**config.mk**
```make
export PLATFORM = sky130hd
export DESIGN_NAME = mmio_gpio_bank
export DESIGN_NICKNAME = d
export VERILOG_FILES = /design/src/rtl/mmio_gpio_bank.sv
export SDC_FILE = /design/constraint.sdc
export NUM_CORES = 1
export LEC_CHECK = 0
export ABC_AREA = 0
export BUFFER_PORTS_ARGS = -buffer_cell sky130_fd_sc_hd__clkbuf_2
export CORE_AREA = 3 3 217 219
export CTS_CLUSTER_SIZE = 10
export DETAILED_ROUTE_END_ITERATION = 12
export DIE_AREA = 0 0 220 222
export PLACE_DENSITY = 0.51
export REMOVE_ABC_BUFFERS = 1
export SLEW_MARGIN = 20
export SYNTH_ARGS = -nofsm -noshare
export SYNTH_HDL_FRONTEND = slang
export SYNTH_SLANG_ARGS = --single-unit
```
**constraint.sdc**
```tcl
create_clock -name sys_clk -period 1.65 [get_ports sys_clk]
set_input_delay 0.0825 -clock sys_clk [delete_from_list [all_inputs] [get_ports sys_clk]]
set_output_delay 0.0825 -clock sys_clk [all_outputs]
set_load 0.01 [all_outputs]
```
**src/rtl/mmio_gpio_bank.sv**
```systemverilog
// mmio_gpio_bank: NPORTS x 8-bit GPIO on the dmem bus.
// Per-port OUT/DIR, set/clr/toggle, synced inputs, edge irqs.
//
// Ports:
//   sys_clk, rst_n        clock, async active-low reset
//   dmem_addr/wen/byt     byte address, write strobe, byte/word
//   dmem_wdata/rdata      write data, read data (1 cycle latency)
//   gpio_in               raw asynchronous pins
//   gpio_out, gpio_oe     pin values and output enables
//   irq                   level interrupt, OR of IP & IE
//
// Per-port map (low/high byte): 0 OUT/DIR, 2 IN/0,
// 4 SET/CLR, 6 IP(w1c)/IE, 8 RISE/FALL, A..E unused.

module mmio_gpio_bank #(
  parameter int ADDR_WIDTH = 10,
  parameter logic [ADDR_WIDTH-1:0] BASE_ADDR = 10'h0C0,
  parameter int NPORTS = 4,
  parameter int SYNC_STAGES = 2
) (
  input  logic                    sys_clk,
  input  logic                    rst_n,
  input  logic [ADDR_WIDTH-1:0]   dmem_addr,
  input  logic                    dmem_wen,
  input  logic                    dmem_byt,
  input  logic [15:0]             dmem_wdata,
  output logic [15:0]             dmem_rdata,
  input  logic [NPORTS*8-1:0]     gpio_in,
  output logic [NPORTS*8-1:0]     gpio_out,
  output logic [NPORTS*8-1:0]     gpio_oe,
  output logic                    irq
);

  localparam int AW = ADDR_WIDTH;
  localparam int PW = AW - 4;
  localparam int NB = NPORTS * 8;
  localparam logic [PW-1:0] BASE_W = BASE_ADDR[AW-1:4];
  localparam logic [2:0] PRIME_MAX = 3'(SYNC_STAGES + 1);

  logic [NB-1:0] out_q;
  logic [NB-1:0] dir_q;
  logic [NB-1:0] ip_q;
  logic [NB-1:0] ie_q;
  logic [NB-1:0] rise_q;
  logic [NB-1:0] fall_q;

  logic [SYNC_STAGES-1:0][NB-1:0] sync_q;
  logic [NB-1:0] in_s;
  logic [NB-1:0] in_prev_q;
  logic [NB-1:0] ev;
  logic [NB-1:0] out_sct;

  logic [2:0] prime_q;
  logic primed;
  logic irq_q;

  logic [AW-2:0] addr_d;

  logic [PW-1:0] wr_port;
  logic [PW-1:0] rd_port;
  logic wr_win;
  logic rd_win;
  logic [2:0] wr_reg;
  logic [2:0] rd_reg;
  logic lo_we;
  logic hi_we;
  logic [7:0] set_m;
  logic [7:0] clr_m;
  logic [7:0] tgl_m;

  // Window base is 16-byte aligned, so decode on addr[AW-1:4].
  assign wr_port = dmem_addr[AW-1:4] - BASE_W;
  assign wr_win = (dmem_addr[AW-1:4] >= BASE_W)
               && (int'(wr_port) < NPORTS);
  assign wr_reg = dmem_addr[3:1];

  // Even: low lane (and high for word); odd byte: high only;
  // odd word: nothing.
  assign lo_we = dmem_wen & wr_win & ~dmem_addr[0];
  assign hi_we = dmem_wen & wr_win
               & (dmem_addr[0] == dmem_byt);

  assign set_m = lo_we ? dmem_wdata[7:0] : 8'h00;
  assign clr_m = hi_we ? dmem_wdata[15:8] : 8'h00;
  assign tgl_m = set_m & clr_m;

  assign rd_port = addr_d[AW-2:3] - BASE_W;
  assign rd_win = (addr_d[AW-2:3] >= BASE_W)
               && (int'(rd_port) < NPORTS);
  assign rd_reg = addr_d[2:0];

  assign in_s = sync_q[SYNC_STAGES-1];
  assign primed = (prime_q == PRIME_MAX);

  // Edge events are held off until the synchroniser has
  // flushed its reset contents.
  assign ev = primed
    ? ((in_s & ~in_prev_q & rise_q)
     | (~in_s & in_prev_q & fall_q))
    : '0;

  always_comb begin
    out_sct = out_q;
    for (int p = 0; p < NPORTS; p++) begin
      out_sct[p*8 +: 8] =
          ((out_q[p*8 +: 8] | set_m) & ~clr_m & ~tgl_m)
        | (~out_q[p*8 +: 8] & tgl_m);
    end
  end

  always_ff @(posedge sys_clk or negedge rst_n) begin
    if (!rst_n) begin
      out_q     <= '0;
      dir_q     <= '0;
      ip_q      <= '0;
      ie_q      <= '0;
      rise_q    <= '0;
      fall_q    <= '0;
      sync_q    <= '0;
      in_prev_q <= '0;
      prime_q   <= '0;
      irq_q     <= 1'b0;
      addr_d    <= '0;
    end else begin
      sync_q    <= {sync_q[SYNC_STAGES-2:0], gpio_in};
      in_prev_q <= in_s;
      addr_d    <= dmem_addr[AW-1:1];
      irq_q     <= |(ip_q & ie_q);
      if (!primed) prime_q <= prime_q + 3'd1;
      ip_q <= ip_q | ev;
      for (int p = 0; p < NPORTS; p++) begin
        if (wr_port == PW'(p)) begin
          case (wr_reg)
            3'd0: begin
              if (lo_we) out_q[p*8 +: 8] <= dmem_wdata[7:0];
              if (hi_we) dir_q[p*8 +: 8] <= dmem_wdata[15:8];
            end
            3'd2: begin
              out_q[p*8 +: 8] <= out_sct[p*8 +: 8];
            end
            3'd3: begin
              // A new event in the same cycle beats the clear.
              if (lo_we)
                ip_q[p*8 +: 8] <=
                    (ip_q[p*8 +: 8] & ~dmem_wdata[7:0])
                  | ev[p*8 +: 8];
              if (hi_we) ie_q[p*8 +: 8] <= dmem_wdata[15:8];
            end
            3'd4: begin
              if (lo_we) rise_q[p*8 +: 8] <= dmem_wdata[7:0];
              if (hi_we) fall_q[p*8 +: 8] <= dmem_wdata[15:8];
            end
            default: ;
          endcase
        end
      end
    end
  end

  always_comb begin
    dmem_rdata = 16'h0000;
    for (int p = 0; p < NPORTS; p++) begin
      if (rd_win && rd_port == PW'(p)) begin
        case (rd_reg)
          3'd0: dmem_rdata = {dir_q[p*8 +: 8], out_q[p*8 +: 8]};
          3'd1: dmem_rdata = {8'h00, in_s[p*8 +: 8]};
          3'd3: dmem_rdata = {ie_q[p*8 +: 8], ip_q[p*8 +: 8]};
          3'd4: dmem_rdata = {fall_q[p*8 +: 8], rise_q[p*8 +: 8]};
          default: dmem_rdata = 16'h0000;
        endcase
      end
    end
  end

  assign gpio_out = out_q;
  assign gpio_oe  = dir_q;
  assign irq      = irq_q;

endmodule
```
Yosys cells after proc, flatten, opt, wreduce, memory -nomap -nowiden

Index checks and enable logic that the tools add are counted.

Flip-flop bits (word level): 301
Input port bits: 62
Output and inout port bits: 81
Word-level logic and storage cells: 158

Add/sub/neg operators: 3
Magnitude comparators: 4
Equal/unequal tests: 15
Mux-type cells: 28
Bitwise logic cells: 49
Reductions and logical operators: 32

Operators with widths:

| kind                                                               | count |
|---|---|
| case mux 16 bit (4 select lines)                                   | 4 |
| bitwise AND 32 bit                                                 | 5 |
| bitwise AND 8 bit                                                  | 17 |
| 2-to-1 mux 8 bit                                                   | 15 |
| OR 8 bit                                                           | 12 |
| 2-to-1 mux 16 bit                                                  | 4 |
| inverter 32 bit                                                    | 2 |
| OR 32 bit                                                          | 2 |
| case mux 8 bit (2 select lines)                                    | 4 |
| AND reduction 3 bit                                                | 20 |
| inverter 8 bit                                                     | 7 |
| 2-to-1 mux 32 bit                                                  | 1 |
| OR reduction 32 bit                                                | 1 |
| == test 6 x 2 -> 1 bit (second input constant)                     | 4 |
| == test 3 x 2 -> 1 bit (second input constant)                     | 4 |
| == test 6 x 1 -> 1 bit (second input constant)                     | 2 |
| greater-or-equal comparator 6 x 4 -> 1 bit (second input constant) | 2 |
| zero test 6 bit                                                    | 2 |
| less-than comparator 6 x 3 -> 1 bit (second input constant)        | 2 |
| subtractor 6 x 4 -> 6 bit (second input constant)                  | 2 |
| == test 3 bit (second input constant)                              | 2 |
| logical AND 1 bit                                                  | 6 |
| zero test 3 bit                                                    | 2 |
| adder 3 x 1 -> 3 bit (second input constant)                       | 1 |
| other kinds (6)                                                    | 8 |

Longest topological paths before layout

Gate-level depths: netlist (run 1).

Word-level depth: 11
Depth in mapped cells: 8
Gate-level depth less buffers: 5

Worst setup path after synthesis (run 1)

OpenSTA, ideal clock, no wires.

Kind: register to output
Start: register addr_d[0]
End: output port dmem_rdata[14]
Arrival time: 1.776 ns
Required time: 1.567 ns
Path slack: -0.208 ns
Stages on the path, launching flop included: 7
Cells stage by stage: dfrtp_1 buf_4 nor3b_2 a21oi_1 o21ai_0 a22oi_1 a2111oi_0

Word-level cells in the longest chain between the ends: 6
Elaborated cells on any way between the ends: 12
Classes of those cells: 3 x eq/ne; 8 x mux; 1 x reduce/logical

Ends and longest elaborated chain:

| element                               | line | RTL |
|---|---|---|
| start: declaration                    | 57   | `logic [AW-2:0] addr_d;` |
| start signal: assignment              | 127  | `addr_d <= dmem_addr[AW-1:1];` |
| == test 3 bit (tied with other cells) | 164  | `case (rd_reg)` |
| case mux 16 bit (4 select lines)      | 164  |  |
| 2-to-1 mux 16 bit (3 in a row)        | 163  | `if (rd_win && rd_port == PW'(p)) begin` |
| 2-to-1 mux 16 bit *                   | 163  |  |
| end: declaration                      | 27   | `output logic [15:0] dmem_rdata,` |

Mark *: on every way between the ends. The rest lies on a longest branch, timed or not.

Worst setup path after layout (run 1)

Start: register addr_d[1]
End: output port dmem_rdata[9]

Same word-level chain as after synthesis.

==> results of run 1 <==
## timing repair
item / CTS / global route
setup buffers: 27 / 3
gates resized for setup: 95 / 42
hold buffers: 55 / 0
gates cloned: 3 / 2
endpoints found under the hold margin: 451 / 0
pin swaps: 34 / 17
endpoints found under the setup margin: 17 / 65
## cells by family after synthesis
group                    Yosys count  synth area share
buffers and inverters             83            0.0285
flip-flops                       301             0.554
XOR/XNOR                           2           0.00129
AO/OA/AOI/OAI                    382             0.168
adder cells (fa/ha/maj)            2           0.00184
multiplexers                     141             0.114
AND/OR/NAND/NOR                  339             0.133
## worst max-delay path, cell delays in order (launching register included)
cell	delay, ns
dfrtp_2	0.45
buf_6	0.14
nor2_4	0.15
buf_6	0.22
a22oi_1	0.11
o21ai_0	0.20
a32oi_1	0.10
nor3_2	0.24
buf_4	0.17
clkbuf_2	0.12
## synthesized netlist by cell type (2+ instances only)
| cell type | number |
|---|---|
| buf_4 | 4 |
| mux2i_1 | 31 |
| nor2_1 | 57 |
| nand3_1 | 14 |
| nand2_2 | 2 |
| or3_1 | 3 |
| a32oi_1 | 4 |
| o21ai_1 | 18 |
| nor2_8 | 3 |
| inv_1 | 8 |
| a221oi_1 | 6 |
| o311ai_0 | 5 |
| o21ai_0 | 199 |
| dfrtp_1 | 301 |
| nand2b_1 | 8 |
| nand2_1 | 168 |
| a22oi_1 | 56 |
| a2111oi_0 | 3 |
| nand3_4 | 4 |
| a211oi_1 | 18 |
| o211ai_1 | 5 |
| o2111ai_1 | 2 |
| clkbuf_1 | 32 |
| mux2_2 | 109 |
| a221o_1 | 2 |
| nor4_2 | 2 |
| ha_1 | 2 |
| buf_2 | 36 |
| o31ai_1 | 7 |
| nor3_1 | 9 |
| o22a_1 | 2 |
| a31oi_1 | 3 |
| buf_6 | 2 |
| nand3_2 | 2 |
| nand3b_1 | 28 |
| nor2_4 | 6 |
| nand4_1 | 7 |
| a21boi_0 | 5 |
| nor2b_1 | 10 |
| o22ai_1 | 11 |
| a21oi_1 | 30 |
## area by class of cell
cell class / instances / area share
sequential: 301 / 0.397
multi-input combinational: 866 / 0.319
timing repair buffer: 409 / 0.184
clock buffer: 53 / 0.0557
tap: 600 / 0.0396
clock inverter: 4 / 0.00297
inverter: 8 / 0.00158
## per-layer routing
metal | part of all wire | up-vias | global-route usage
met5 | 0 | - | 0
met4 | 0.038 | 0 | 0.0771
met3 | 0.069 | 113 | 0.0354
met2 | 0.45 | 513 | 0.339
met1 | 0.44 | 6017 | 0.313
li1 | - | 5276 | -
## stage by stage
| stage | hold WS (ns) | utilization | setup slack [ns] | area, sq um | setup TNS [ns] |
|---|---|---|---|---|---|
| after floorplan | -0.213 | - | -2.09 | 13200 | -77.31 |
| after global placement | 0.00348 | 0.366 | -0.434 | 16600 | -17.73 |
| after detailed placement | 0.00869 | 0.366 | -0.480 | 16600 | -20.54 |
| after CTS | 0.0152 | 0.416 | -0.852 | 18800 | -13.03 |
| after global routing | 0.0306 | 0.419 | -0.949 | 19000 | -14.37 |
| final | 0.0269 | 0.419 | -0.886 | 19000 | -12.95 |
## state kept, by name, summed over array words and instances (netlist names)
name and flops:
in_prev_q 32, gpio_out 32, ie_q 32, gpio_oe 32, sync_q 32, rise_q 32
fall_q 32, prime_q 3, irq 1, addr_d 9, in_s 32, ip_q 32
## power by group
part	internal [mW]	switching [mW]	total, mW
Clock	4.57	3.09	7.66
Sequential	7.56	0.155	7.72
Combinational	0.618	0.785	1.40
Total	12.7	4.03	16.8
## worst max path at each step
stage | to | slack (ns) | cells past startpoint
after floorplan | dmem_rdata[14] | -2.09 | 5
after global placement | dmem_rdata[9] | -0.43 | 9
after detailed placement | dmem_rdata[9] | -0.48 | 9
after CTS | dmem_rdata[15] | -0.85 | 11
after global routing | dmem_rdata[14] | -0.95 | 9
final | dmem_rdata[9] | -0.89 | 9
==> metrics.yaml, run 1 <==
status: "finished, violations left"
violations: "setup timing"
layout_min_cycle_time_ns: 2.54
period_share: 1.54
ys_types: 67
grtUsageTotal: 0.220
startpoint: "addr_d[1]$_DFF_PN0_"
cts_max_path_buffers: 3
maxSlewHeadroom: 0.707
cts_num_sinks: 301
syn_avg_cell_area_sq_um: 10.9
cts_tree: "built"
syn-cell-area_sq_mm: 0.0136
synth_seq_cells: 301
synthFlopType: "dfrtp_1"
htreeDepth: 2
numCtsBuffers: 38
ios: 143
critPathRequiredTime_ns: 1.57
worstMarginPinSlew_ns: 0.438
start_util: 0.300
nets: 1688
multi_input_comb_area_sq_mm: 0.00605
peakVddDrop_uv: 773
hpwlAfterDp_um: 37800
area_growth_pct: 39.4
finalHoldViolCount: 0
grt_pass1_wl_um: 79800
mostFrequentLayoutCells: "dfrtp_1, o21ai_0, nand2_1"
finalSetupViolations: 17
insertedDiodeCount: 0
grt_max_degree: 68
synthArstFlopShare: 1.00
coreArea_sq_mm: 0.0453
stdcell_count: 2241
fillers: 4395
via_count: 11900
fmax_ghz: 0.394
timing.rr.start: "ip_q[21]$_DFF_PN0_"
grt_setup_unrepaired: "yes"
setup_slack_ns: -0.886
clock_skew_ns: 0.0163
critPathLaunchType: "flop"
post-synth-top-area-cell: "dfrtp_1"
rr_worst_depth: 4
gp_congestion: 0.897
cellPowerDensity_mw_per_mm2: 885
antenna_left: 0
cp-end-kind: "output port"
die_h_um: 222
ff2ff_setup_slack_ns: 0
hold_class: "in2async"
r2r-end: "irq$_DFF_PN0_"
avgRoutedWirePerCell_um: 24.1
drc_errors: 0
slew_violations: 0
seq_area_frac_synth: 0.554
clk-insertion-delay-late_ns: 0.55
path_class: "reg2out"
p_leak_nw: 8.42
critPathMaxFanout: 15
firstDrtPassIters: 5
synth_edf_count: 0
final_common_cell: "dfrtp_1"
synth_cells: 1250
synth_top_area_share: 0.554
grt_pass1_vias: 12100
drive_gt1_frac: 0.368
cp.arrival_ns: 2.45
path_clk_slew_ns: 0.06
drt_wl_total_um: 53900
row_count: 78
io_buffers: 142
drt_iter0_drc: 1096
yosys-top-cells-area: "dfrtp_1, mux2_2, o21ai_0"
root_buffer: "clkbuf_16"
max_cap_viol_count: 0
via_per_inst: 5.32
antenna_found_initial: 0
grt_overflow: 0
yosysWarnings: 0
dieArea_sq_mm: 0.0488
seqCellArea_sq_mm: 0.00754
dieWidth_um: 220
power_mw: 16.8
dpl.cell_count: 2100
Power figures use the tool's default switching activity.
==> run 2: changes to the inputs <==
--- a/config.mk
+++ b/config.mk
@@ -11,6 +11,7 @@
 export CTS_CLUSTER_SIZE = 10
 export DETAILED_ROUTE_END_ITERATION = 12
 export DIE_AREA = 0 0 220 222
+export GPL_TIMING_DRIVEN = 0
 export PLACE_DENSITY = 0.51
 export REMOVE_ABC_BUFFERS = 1
 export SLEW_MARGIN = 20
==> run 2 against run 1 <==
Compared with the run above:
- the flow still finishes with violations (setup timing)
- critical endpoint unchanged
- power up 3.0%
- wire length grew 3.3%
- global-route usage grew 0.42 points
- highest routed layer unchanged
- register-to-register slack about the same
==> metrics.yaml, run 2 (same netlist as run 1, synthesis figures left out) <==
avgRoutedWirePerCell_um: 26.1
whs_ns: 0.0248
top_layer: "met4"
cp-end-kind: "output port"
root_buffer: "clkbuf_16"
startpoint: "addr_d[0]$_DFF_PN0_"
cp.arrival_ns: 2.56
drt_iter0_drc: 1114
cts_num_sinks: 301
coreArea_sq_mm: 0.0453
drc_errors: 0
hpwlAfterDp_um: 33700
gp_congestion: 0.829
start_util: 0.300
dieWidth_um: 220
clock_skew_ns: 0.0113
grt_setup_unrepaired: "yes"
layout_min_cycle_time_ns: 2.64
finalSetupViolations: 16
route.met3.wl_um: 5140
drive_gt1_frac: 0.319
io_buffers: 142
critPathRequiredTime_ns: 1.57
mostFrequentLayoutCells: "dfrtp_1, o21ai_0, nand2_1"
period_share: 1.60
p_leak_nw: 8.01
peakVddDrop_uv: 719
grt_overflow: 0
critPathLaunchType: "flop"
hold_class: "in2reg"
nets: 1579
grt_pass1_wl_um: 80300
dieArea_sq_mm: 0.0488
numCtsBuffers: 38
grt_pass1_vias: 11600
cts_max_path_buffers: 3
via_count: 11800
firstDrtPassIters: 6
insertedDiodeCount: 0
antenna_left: 0
maxSlewHeadroom: 0.617
ios: 143
crit_path_end: "dmem_rdata[9]"
drt_wl_total_um: 55700
antenna_found_initial: 0
clk-insertion-delay-late_ns: 0.55
max_cap_viol_count: 0
timing.rr.start: "ip_q[23]$_DFF_PN0_"
area_growth_pct: 35.2
rr_worst_depth: 3
r2r-end: "irq$_DFF_PN0_"
violations: "setup timing"
power_mw: 17.3
htreeDepth: 2
cellPowerDensity_mw_per_mm2: 940
setup_slack_ns: -0.989
grtUsageTotal: 0.224
status: "finished, violations left"
ff2ff_setup_slack_ns: 0.01
final_common_cell: "dfrtp_1"
critPathMaxFanout: 10
cts_tree: "built"
wl_met1_um: 23700
dr_wl_met2_um: 24500
row_count: 78
stdcell_area_sq_mm: 0.0184
slew_violations: 0
finalHoldViolCount: 0
placedInstanceArea_sq_mm: 0.0151
die_h_um: 222
fmax_ghz: 0.379
worstMarginPinSlew_ns: 0.575
path_clk_slew_ns: 0.06
via_per_inst: 5.52
path_class: "reg2out"
grt_max_degree: 85
==> run 2: cell type report <==
| type | instances | area [sq um] |
|---|---|---|
| clock buffer | 57 | 1150 |
| clock inverter | 2 | 35.0 |
| fill | 4358 | 26900 |
| inverter | 8 | 37.5 |
| multi-input combinational | 871 | 6110 |
| sequential | 301 | 7550 |
| tap | 600 | 751 |
| timing repair buffer | 295 | 2760 |
==> run 2: layer usage <==
layer | global-route usage | up-vias
met5 | 0 | -
met1 | 0.312 | 6019
met3 | 0.0563 | 136
met4 | 0.0918 | 0
li1 | - | 5079
met2 | 0.332 | 550
==> run 2: report_power, final <==
part	switching, mW	internal (mW)
Sequential	0.159	7.56
Combinational	0.836	0.617
Clock	3.22	4.89
==> run 2: critical path, cell delays in order, from the launching register on <==
cell and delay [ns]:
dfrtp_4 0.53, buf_12 0.15, nor3b_4 0.17, buf_6 0.14, buf_12 0.13, buf_12 0.15, a21oi_1 0.07, o21ai_1 0.12
a32oi_1 0.09, nor3_2 0.25, buf_2 0.20
==> run 2: worst min-delay path by stage <==
stage,depth (start not counted),startpoint,end,slack (ns)
5_1_grt,2,dmem_wdata[15],fall_q[15]$_DFFE_PN0P_,0.03
3_5_place_dp,1,rst_n,sync_q[17]$_DFF_PN0_,0.09
2_1_floorplan,0,rst_n,addr_d[0]$_DFF_PN0_,-0.21
3_3_place_gp,1,gpio_in[5],sync_q[5]$_DFF_PN0_,0.19
4_1_cts,2,dmem_wdata[15],fall_q[23]$_DFFE_PN0P_,0.003
6_report,2,dmem_wdata[8],gpio_oe[0]$_DFFE_PN0P_,0.02
==> run 2: what timing repair did <==
action	4_1_cts	5_1_grt
gates resized for setup	104	45
pin swaps	34	16
hold buffers	56	0
endpoints found under the setup margin	127	67
hold endpoints to repair	242	0
gates cloned	9	3
setup buffers	63	11
==> run 2: through the flow <==
stage	utilization	TNS [ns]	cells	worst slack, ns
2_1_floorplan	-	-77.31	1175	-2.09
3_3_place_gp	0.325	-2328.87	1917	-6.28
3_5_place_dp	0.334	-157.11	1934	-1.47
4_1_cts	0.399	-14.64	2121	-0.996
5_1_grt	0.406	-16.08	2134	-1.07
6_report	0.406	-14.74	2134	-0.989
